**src/rtl/falling_edge_generator.sv**
```systemverilog
// Falling-edge line driver: on trig, emits N low pulses of L cycles, each followed
// by H high recovery cycles, then flags done for one cycle. Line idles high.
module falling_edge_generator #(
  parameter int CNT_W = 8,
  parameter int NP_W  = 4
) (
  input  logic             clk,
  input  logic             rst,
  input  logic             trig,
  input  logic [CNT_W-1:0] low_len,
  input  logic [CNT_W-1:0] high_len,
  input  logic [NP_W-1:0]  n_pulses,
  output logic             line_out,
  output logic             busy,
  output logic             done
);

  typedef enum logic [1:0] {
    IDLE = 2'd0,
    LOW  = 2'd1,
    HIGH = 2'd2
  } state_t;

  localparam logic [CNT_W-1:0] LP_CNT_ONE = CNT_W'(1);
  localparam logic [NP_W-1:0]  LP_NP_ONE  = NP_W'(1);

  state_t           r_state, w_state_next;
  logic [CNT_W-1:0] r_phase, w_phase_next;
  logic [NP_W-1:0]  r_remaining, w_remaining_next;
  logic [CNT_W-1:0] r_low_m1, w_low_m1_next;
  logic [CNT_W-1:0] r_high_m1, w_high_m1_next;
  logic             r_done, w_done_next;

  // Zero lengths/counts clamp to 1, so the reload value L-1 / H-1 is 0 for both 0 and 1.
  logic [CNT_W-1:0] w_low_m1_in, w_high_m1_in;
  logic [NP_W-1:0]  w_n_in;
  assign w_low_m1_in  = (low_len  == '0) ? '0 : low_len  - LP_CNT_ONE;
  assign w_high_m1_in = (high_len == '0) ? '0 : high_len - LP_CNT_ONE;
  assign w_n_in       = (n_pulses == '0) ? LP_NP_ONE : n_pulses;

  // NOTE: every signal driven here gets a default first, so no path can infer a latch.
  always_comb begin
    w_state_next     = r_state;
    w_phase_next     = r_phase;
    w_remaining_next = r_remaining;
    w_low_m1_next    = r_low_m1;
    w_high_m1_next   = r_high_m1;
    w_done_next      = 1'b0;

    case (r_state)
      IDLE: begin
        if (trig) begin
          w_low_m1_next    = w_low_m1_in;
          w_high_m1_next   = w_high_m1_in;
          w_phase_next     = w_low_m1_in;
          w_remaining_next = w_n_in;
          w_state_next     = LOW;
        end
      end
      LOW: begin
        if (r_phase == '0) begin
          w_phase_next = r_high_m1;
          w_state_next = HIGH;
        end else begin
          w_phase_next = r_phase - LP_CNT_ONE;
        end
      end
      HIGH: begin
        if (r_phase != '0) begin
          w_phase_next = r_phase - LP_CNT_ONE;
        end else if (r_remaining == LP_NP_ONE) begin
          w_remaining_next = '0;
          w_state_next     = IDLE;
          w_done_next      = 1'b1;
        end else begin
          w_remaining_next = r_remaining - LP_NP_ONE;
          w_phase_next     = r_low_m1;
          w_state_next     = LOW;
        end
      end
      default: w_state_next = IDLE;
    endcase
  end

  // NOTE: state registers use non-blocking assignments so all flops update together.
  always_ff @(posedge clk) begin
    if (rst) begin
      r_state     <= IDLE;
      r_phase     <= '0;
      r_remaining <= '0;
      r_low_m1    <= '0;
      r_high_m1   <= '0;
      r_done      <= 1'b0;
    end else begin
      r_state     <= w_state_next;
      r_phase     <= w_phase_next;
      r_remaining <= w_remaining_next;
      r_low_m1    <= w_low_m1_next;
      r_high_m1   <= w_high_m1_next;
      r_done      <= w_done_next;
    end
  end

  assign line_out = (r_state != LOW);
  assign busy     = (r_state != IDLE);
  assign done     = r_done;

endmodule

```
**config.mk**
```make
export PLATFORM = sky130hd
export DESIGN_NAME = falling_edge_generator
export DESIGN_NICKNAME = d
export VERILOG_FILES = /design/src/rtl/falling_edge_generator.sv
export SDC_FILE = /design/constraint.sdc
export NUM_CORES = 1
export LEC_CHECK = 0
export CORE_AREA = 2 2 65 67
export DETAILED_ROUTE_END_ITERATION = 10
export DIE_AREA = 0 0 67 69
export PLACE_DENSITY = 0.75
export REMOVE_ABC_BUFFERS = 1
export SYNTH_ARGS = -nofsm -noshare
export SYNTH_HDL_FRONTEND = slang
export SYNTH_SLANG_ARGS = --single-unit
```
**constraint.sdc**
```tcl
create_clock -name clk -period 3.8 [get_ports clk]
set_clock_uncertainty 0.05 [all_clocks]
set_input_delay 1.14 -clock clk [delete_from_list [all_inputs] [get_ports clk]]
set_output_delay 1.14 -clock clk [all_outputs]
set_load 0.02 [all_outputs]
```
=== Word-level counts from Yosys, hierarchy flattened ===
Index checks and enable logic that the tools add are counted.

* Add/subtract/negate cells: 4
* $mul: 0
* Divide/modulo/power cells: 0
* $lt $le $gt $ge: 0
* Equality and inequality tests: 8
* Shifts and indexed selects: 0
* Mux-type cells: 18
* Bitwise operators: 1
* Reductions and logical operators: 14

{| class="wikitable"
|+ Operators by type and width
! kind !! count
|-
| 2-to-1 mux 8 bit || 6
|-
| zero test 8 bit || 3
|-
| one-hot mux 8 bit (3 select lines) || 1
|-
| subtractor 8 x 1 -> 8 bit, second input constant || 3
|-
| 2-to-1 mux 4 bit || 4
|-
| AND reduction 3 bit || 3
|-
| one-hot mux 4 bit (2 select lines) || 1
|-
| nonzero test 8 bit || 1
|-
| 2-to-1 mux 2 bit || 3
|-
| != test 2 bit, second input constant || 3
|-
| one-hot mux 2 bit (3 select lines) || 1
|-
| == test 4 x 1 -> 1 bit, second input constant || 1
|-
| zero test 4 bit || 1
|-
| nonzero test 2 bit || 2
|-
| subtractor 4 x 1 -> 4 bit, second input constant || 1
|-
| != test 3 bit, second input constant || 1
|-
| nonzero test 3 bit || 1
|-
| OR reduction 3 bit || 1
|-
| == test 2 x 1 -> 1 bit, second input constant || 1
|-
| == test 2 bit, second input constant || 1
|-
| zero test 2 bit || 1
|-
| 2-to-1 mux 1 bit || 2
|-
| != test 2 x 1 -> 1 bit, second input constant || 1
|-
| AND reduction 2 bit || 1
|-
| NOT 1 bit || 1
|}

* Flip-flop bits (word level): 31
* Bits in latches: 0
* Memory bits (writable): 0
* ROM bits: 0
* Input bits: 23
* Output and inout bits: 3
* Word-level logic and storage cells: 51
* Memories: 0

=== Depth between registers and ports, before layout ===
Gate-level depths: netlist (run 1).

* Word-level depth: 4
* Mapped depth: 9
* Mapped depth without buffers: 7

=== Least setup slack after synthesis (run 1) ===
OpenSTA, ideal clock, no wires.

* Path type: input to register
* From: in low_len[6]
* To: reg r_phase[5]
* Setup time: 0.133 ns
* Arrival time: 2.482 ns
* Required time: 3.617 ns
* Path slack: 1.136 ns
* Cell stages on the path: 5
* Path buffers: 0
* Cells stage by stage: or4_1 > nor3_1 > nor2_1 > a21oi_1 > a211oi_2

* Longest elaborated chain between the ends: 4

{| class="wikitable"
|+ RTL lines
! element !! line !! source
|-
| start: declaration || 10 || <nowiki>input logic [CNT_W-1:0] low_len,</nowiki>
|-
| zero test 8 bit || 37 || <nowiki>assign w_low_m1_in = (low_len == '0) ? '0 : low_len - LP_CNT_ONE;</nowiki>
|-
| 2-to-1 mux 8 bit || 37 ||
|-
| 2-to-1 mux 8 bit || 52 || <nowiki>if (trig) begin</nowiki>
|-
| one-hot mux 8 bit (3 select lines) || 50 || <nowiki>case (r_state)</nowiki>
|-
| end signal: assignment || 96 || <nowiki>r_phase <= w_phase_next;</nowiki>
|-
| end: declaration || 28 || <nowiki>logic [CNT_W-1:0] r_phase, w_phase_next;</nowiki>
|}

No other way between the ends. The select of a mux whose other input is x is not followed.
A chain may end at the register's enable or synchronous reset.

=== Worst setup path after layout (run 1) ===
* From: reg r_state[1]
* To: out line_out

* Longest elaborated chain between the ends: 1

{| class="wikitable"
|+ RTL lines
! element !! line !! source
|-
| start: declaration || 27 || <nowiki>state_t r_state, w_state_next;</nowiki>
|-
| start signal: assignment || 95 || <nowiki>r_state <= w_state_next;</nowiki>
|-
| != test 2 x 1 -> 1 bit || 104 || <nowiki>assign line_out = (r_state != LOW);</nowiki>
|-
| end: declaration || 13 || <nowiki>output logic line_out,</nowiki>
|}

No other way between the ends.

==> results.toml, run 1 <==
[die]
io_pins = 26
fp.dieH_um = 69
start_util_pct = 53.4
coreArea_um2 = 3910
dieArea_um2 = 4620
fp-row-count = 23
die-width_um = 67

[yosys]
synth_warnings = 0
syn_avg_cell_area_um2 = 8.04
ys_ff_latch = 31
synth_enable_flop_cells = 0
synth.distinct_cells = 50
synth.largest_area_cell = "dfxtp_1"
synthArstFlopShare_pct = 0
synth-seq-area-share_pct = 29.7
syn_area_um2 = 2090
yosys-top-cells-area = "dfxtp_1, nor2_1, ha_1"
yosysTopAreaCellShare_pct = 29.7
synth-main-ff-cell = "dfxtp_1"
synthCells = 260

[grt]
antenna_found_initial = 0
grt_pass1_vias = 1712
grt_pass1_wl_mm = 7.80
grt-ovfl-total = 0
grt_usage_pct = 21.4
grt_max_degree = 32

[critical_path]
critPathKind = "register to output port"
cp_max_fo = 10
crit_path_end_kind = "output port"
critPathArrivalTime_ps = 1820
start_kind = "register"
required_ps = 2610

[sta]
rsz0062_at_grt = "no"
setup_viol = 0
worstMarginPinSlew_ps = 815
period_share_pct = 79.2
max_freq_mhz = 332
slew_headroom_pct = 45.7
setup_ws_ps = 790
hold_viol_final = 0
fin_hold_ws_ps = 440
tns_ps = 0
min_period_ps = 3010
slew_violations = 0

[clock_network]
clock_tree.buffer_depth = 2
cts_tree = "done"
postCtsSetupBuffers = 0
clk_latency_ps = 280
cts_root_buf = "clkbuf_8"
ctsResizeCount = 0
clk_pin_slew_ps = 70
cts_sinks = 31
numCtsBuffers = 5
htree_levels = 2
cts_hold_buf = 0

[final_layout]
nNetsFinal = 314
finish.utilization_pct = 62.8
final_common_cell = "nor2_1"
syn_to_final_growth_pct = 17.6
drive_gt1_share_pct = 6.41
most-common-layout-cells = "nor2_1, dfxtp_1, clkdlybuf4s50_1"
antenna_cells = 0

[min_path]
min_path_type = "register to register"

[run]
maxCapViolCount = 0

[detailed_routing]
antenna_left = 0
wirelength_mm = 4.53
drc_errors = 0
first_pass_iters = 4
vias_per_cell = 5.64
wl_per_cell_um = 13.7
num_vias = 1867
drt_iter0_drc = 76

[power_and_ir_drop]
p_per_area_nw_per_um2 = 546
p_leak_nw = 0.951
finalPower_w = 0.00134
ir_drop_uv = 280

[run_status]
status = "completed"

[placed_design]
detailed_place_hpwl_mm = 3.35
io_buffers = 25
dp_slack_ps = 690
gp_congestion = 0.848
[final timing paths]
kind / startpoint / end / slack, ps / depth (start not counted)
worst max-delay path: r_state[1] / line_out / 790 / 4
worst min-delay path: r_low_m1[1] / r_low_m1[1] / 440 / 2
worst max register to register: r_phase[0] / r_remaining[2] / 1550 / 7
worst min register to register: r_low_m1[1] / r_low_m1[1] / 440 / 2
[stage by stage]
step / cells / area, um2
after floorplan: 245 / 2010
after global placement: 323 / 2340
after detailed placement: 323 / 2340
after CTS: 331 / 2460
after global routing: 331 / 2460
final: 331 / 2460
[synth_stat cells, types with 2 or more instances]
master and instances:
o31ai_1 3, a211oi_1 8, a21o_1 2, clkbuf_1 10, nor2b_1 4, ha_1 11
nand2b_1 4, a21oi_1 9, or3_1 5, a22oi_1 8, a211o_1 2, o221ai_1 3
inv_1 20, a221o_1 2, dfxtp_1 31, o21ai_0 14, nor3_1 13, nor2_1 42
a311oi_1 5, nand3_1 2, mux2i_1 5, o22ai_1 2, nand2_1 7, xnor2_1 5
a31oi_1 3, o21a_1 10, buf_2 2, buf_6 2, xor2_1 5
[layer usage]
layer | track usage (%) | routed length (um) | vias up
li1 | - | - | 979
met1 | 29.4 | 2260 | 858
met2 | 32.5 | 2060 | 24
met3 | 5.38 | 145 | 6
met4 | 6.80 | 65 | 0
met5 | 0 | 0 | -
[report_power, final]
part / internal [W] / switching, W
clock network: 0.000212 / 0.000127
registers: 0.000386 / 0.0000567
logic: 0.000237 / 0.000325
[registers in the layout, indices dropped and copies added (netlist names)]
register / count
r_low_m1: 8
r_state: 2
r_phase: 8
done: 1
r_high_m1: 8
r_remaining: 4
[cell type report]
class                           count  area (um2)
Clock buffer                        6        82.6
Clock inverter                      2        35.0
Fill cell                         360        1460
Inverter                           20        75.1
Multi-Input combinational cell    194        1310
Sequential cell                    31         621
Tap cell                           50        62.6
Timing Repair Buffer               28         273
[logic make-up after synthesis]
family / after synthesis / synth area share, %
xor gates and xnor gates: 10 / 4.19
buffers and inverters: 35 / 7.66
DFF: 31 / 29.7
and+or+nand+nor: 88 / 21.0
adders and majority gates: 11 / 6.58
muxes: 5 / 2.39
AOI/OAI and AO/OA: 80 / 28.5
[critical path, stage by stage, from the launching register on]
cell and delay, ps:
dfxtp_1 400, inv_1 80, ha_1 310, inv_1 130, clkdlybuf4s50_1 610
(Power assumes the default switching activity.)
==> run 2, diff against run 1 <==
Clock period 3.8 ns to 3.2 ns, I/O delays scaled along.
==> results.toml, run 2 (synthesis results as in run 1) <==
[run_status]
status = "completed"

[critical_path]
start_kind = "register"
crit_path_end_kind = "output port"
cp_max_fo = 10
crit_end = "line_out"
critPathArrivalTime_ps = 1840
r2r_slack_ps = 940
r2r-end = "r_remaining[1]"
rr_worst_depth = 6
startpoint = "r_state[1]"
critPathSlowestCell = "clkdlybuf4s50_1"
cpMostUsedCell = "inv_1"
max_stage_delay_ps = 610
worstReg2RegStart = "r_phase[0]"
required_ps = 2190
crit_chain = "inv_1, ha_1, inv_1, clkdlybuf4s50_1"
critPathKind = "register to output port"

[sta]
rsz0062_at_grt = "no"
tns_ps = 0
min_period_ps = 2850
max_freq_mhz = 350
worstMarginPinSlew_ps = 607
slew_violations = 0
slew_headroom_pct = 59.3
hold_viol_final = 0
period_share_pct = 89.2
setup_viol = 0

[die]
start_util_pct = 53.4
io_pins = 26
dieArea_um2 = 4620
coreArea_um2 = 3910
fp.dieH_um = 69
fp-row-count = 23
die-width_um = 67

[detailed_routing]
drt_iter0_drc = 92
vias_per_cell = 5.75
drc_errors = 0
antenna_left = 0
wl_per_cell_um = 14.0
wirelength_mm = 4.68
first_pass_iters = 4
num_vias = 1916

[min_path]
hold_path_depth = 2
min_path_type = "register to register"
hp-start = "r_low_m1[1]"

[final_layout]
most-common-layout-cells = "nor2_1, dfxtp_1, clkdlybuf4s50_1"
syn_to_final_growth_pct = 18.3
final_common_cell = "nor2_1"
nNetsFinal = 316
nFillCells = 356
regArea_um2 = 621
multi_input_area_um2 = 1310
reg_top3 = "r_high_m1 x8, r_low_m1 x8, r_phase x8"
drive_gt1_share_pct = 7.07
antenna_cells = 0
finish.utilization_pct = 63.2

[grt]
antenna_found_initial = 0
grt_pass1_vias = 1775
grt-ovfl-total = 0
grt_pass1_wl_mm = 8.20
grt_max_degree = 32
grt_usage_pct = 22.6

[run]
maxCapViolCount = 0

[clock_network]
htree_levels = 2
clk_pin_slew_ps = 70
cts_tree = "done"
clk_latency_ps = 290
clock_tree.buffer_depth = 2
postCtsSetupBuffers = 0
cts_root_buf = "clkbuf_8"
numCtsBuffers = 5
cts_sinks = 31
ctsResizeCount = 0
cts_hold_buf = 0

[power_and_ir_drop]
p_leak_nw = 0.961
ir_drop_uv = 466
p_per_area_nw_per_um2 = 648

[placed_design]
detailed_place_hpwl_mm = 3.43
gp_congestion = 0.909
io_buffers = 25
-- run 2: worst min-delay path by stage --
stage                             end
after floorplan           r_low_m1[0]
after global placement    r_low_m1[1]
after detailed placement  r_low_m1[1]
after CTS                 r_low_m1[1]
after global routing      r_low_m1[0]
final                     r_low_m1[1]
-- run 2: critical path, delay by kind of cell (launching register included) --
family	cells	cell delay, ps
flops	1	410
buf+inv	3	830
fa+ha+maj	1	320
-- run 2: cell type report --
| class | count | area share, % |
|---|---|---|
| Sequential cell | 31 | 25.1 |
| Clock inverter | 2 | 1.42 |
| Timing Repair Buffer | 30 | 11.6 |
| Multi-Input combinational cell | 194 | 53.0 |
| Inverter | 20 | 3.03 |
| Tap cell | 50 | 2.53 |
| Clock buffer | 6 | 3.34 |
-- run 2: per-stage QoR --
step / instances / power [W] / cell area (um2) / setup WS (ps) / hold WS [ps]
global route: 333 / 0.00172 / 2470 / 280 / 451
CTS: 333 / 0.00161 / 2470 / 366 / 437
detailed placement: 325 / 0.00120 / 2360 / 329 / 424
finish: 333 / 0.00160 / 2470 / 346 / 429
floorplan: 245 / 0.00101 / 2010 / 699 / 401
global placement: 325 / 0.00119 / 2360 / 324 / 414
-- run 2: report_power, final --
group	leakage [nW]	switching, W	internal, W
clock	0.0612	0.000149	0.000252
sequential	0.256	0.0000711	0.000459
combinational	0.644	0.000387	0.000285
total	0.961	0.000607	0.000995
-- run 2: per-layer routing --
metal,share of wire (%),vias to the layer above,GRT usage [%]
li1,-,986,-
met1,48,887,32.4
met2,46,33,33.8
met3,4.1,10,4.89
met4,1.5,0,6.35
met5,0,-,0
==> run 3, diff against run 2 <==
Settings changed: PLACE_DENSITY 0.75 to default, PLACE_DENSITY_LB_ADDON from default to 0.15, SETUP_SLACK_MARGIN from default to 0.4, SLEW_MARGIN from default to 20.
==> results.toml, run 3 (synthesis results as in run 1) <==
[critical_path]
cp_num_cells = 4
start_kind = "register"
rr_worst_depth = 7
critical_path_buf_inv_count = 3
crit_chain = "inv_1, ha_1, inv_1, clkdlybuf4s50_1"
crit_path_end_kind = "output port"
critPathKind = "register to output port"
cpLargestDelayFamily = "buffers and inverters"
critPathSlowestCell = "clkdlybuf4s50_1"
cpMostUsedCell = "inv_1"
cp_max_fo = 5
required_ps = 2190
critPathArrivalTime_ps = 1690
max_stage_delay_ps = 600

[grt]
grt_max_degree = 32
grt_usage_pct = 22.1
grt_pass1_vias = 1748
grt-ovfl-total = 0
grt_pass1_wl_mm = 7.96
antenna_found_initial = 0

[min_path]
hold_path_depth = 2
min_path_type = "register to register"

[detailed_routing]
wirelength_mm = 4.75
num_vias = 1890
first_pass_iters = 4
drc_errors = 0
antenna_left = 0
vias_per_cell = 5.68
drt_iter0_drc = 65
wl_per_cell_um = 14.3

[clock_network]
clk_latency_ps = 290
numCtsBuffers = 5
cts_sinks = 31
cts_tree = "done"
postCtsSetupBuffers = 0
ctsResizeCount = 0
htree_levels = 2
cts_hold_buf = 0
clk_pin_slew_ps = 70
cts_root_buf = "clkbuf_8"
clock_tree.buffer_depth = 2

[placed_design]
io_buffers = 25
dp_slack_ps = 291
gp_congestion = 0.893
detailed_place_hpwl_mm = 3.51
placed_cell_area_um2 = 2360

[power_and_ir_drop]
swShare_pct = 38.1
ir_drop_uv = 406
power_switching_w = 0.000615
p_clk_share_pct = 25.2
finalPower_w = 0.00161
p_per_area_nw_per_um2 = 652
pwr-share-comb_pct = 42.1
p_leak_nw = 0.961
p_int_w = 0.000998
pwr-share-seq_pct = 32.7

[final_layout]
reg_top3 = "r_high_m1 x8, r_low_m1 x8, r_phase x8"
syn_to_final_growth_pct = 18.3
final_cell_area_um2 = 2470
final_common_cell = "nor2_1"
antenna_cells = 0
most-common-layout-cells = "nor2_1, dfxtp_1, clkdlybuf4s50_1"
nNetsFinal = 316
drive_gt1_share_pct = 7.07
nFillCells = 373

[sta]
min_period_ps = 2700
tns_ps = 0
worstMarginPinSlew_ps = 814
slew_headroom_pct = 45.7
hold_viol_final = 0
max_freq_mhz = 370
setup_viol = 0
rsz0062_at_grt = "no"
period_share_pct = 84.5
slew_violations = 0
setup_ws_ps = 496

[die]
die-width_um = 67
dieArea_um2 = 4620
fp-row-count = 23
io_pins = 26
start_util_pct = 53.4
fp.dieH_um = 69
coreArea_um2 = 3910

[run]
maxCapViolCount = 0

[run_status]
status = "completed"
## run 3: metrics by stage
| step | std cells | hold slack, ps | util, % |
|---|---|---|---|
| after floorplan | 245 | 401 | - |
| after CTS | 333 | 436 | 63.2 |
| after global placement | 325 | 414 | 60.2 |
| after global routing | 333 | 458 | 63.2 |
| after detailed placement | 325 | 422 | 60.2 |
| final | 333 | 430 | 63.2 |
## run 3: path summary, 6_finish.rpt
kind | startpoint | to | slack (ps)
worst min-delay path | r_low_m1[1] | r_low_m1[1] | 430
worst max-delay path | r_state[1] | busy | 500
worst min register to register | r_low_m1[1] | r_low_m1[1] | 430
worst max register to register | r_phase[0] | r_remaining[2] | 920
## run 3: per-layer routing
| layer | routed length, um | global-route usage, % | vias to the layer above |
|---|---|---|---|
| met3 | 126 | 3.43 | 8 |
| li1 | - | - | 983 |
| met2 | 2260 | 33.8 | 26 |
| met1 | 2280 | 30.2 | 873 |
| met4 | 80 | 9.98 | 0 |
| met5 | 0 | 0 | - |
## run 3: layout make-up
| cell class | instances | area, um2 | share of cell area (%) |
|---|---|---|---|
| Multi-Input combinational cell | 194 | 1310 | 53.0 |
| Sequential cell | 31 | 621 | 25.1 |
| Timing Repair Buffer | 30 | 288 | 11.6 |
| Clock buffer | 6 | 82.6 | 3.34 |
| Inverter | 20 | 75.1 | 3.03 |
| Tap cell | 50 | 62.6 | 2.53 |
| Clock inverter | 2 | 35.0 | 1.42 |
## run 3: power by group through the flow
stage	combinational (W)	clock (W)	sequential, W
finish	0.000679	0.000406	0.000528
global route	0.000761	0.000429	0.000537
CTS	0.000681	0.000414	0.000527
detailed placement	0.000676	0	0.000536
global placement	0.000664	0	0.000531
floorplan	0.000490	0	0.000515
## run 3: tightest hold or removal path: stages (launching register included)
cell and delay (ps):
dfxtp_1 320, a21oi_1 60, nor2_1 70
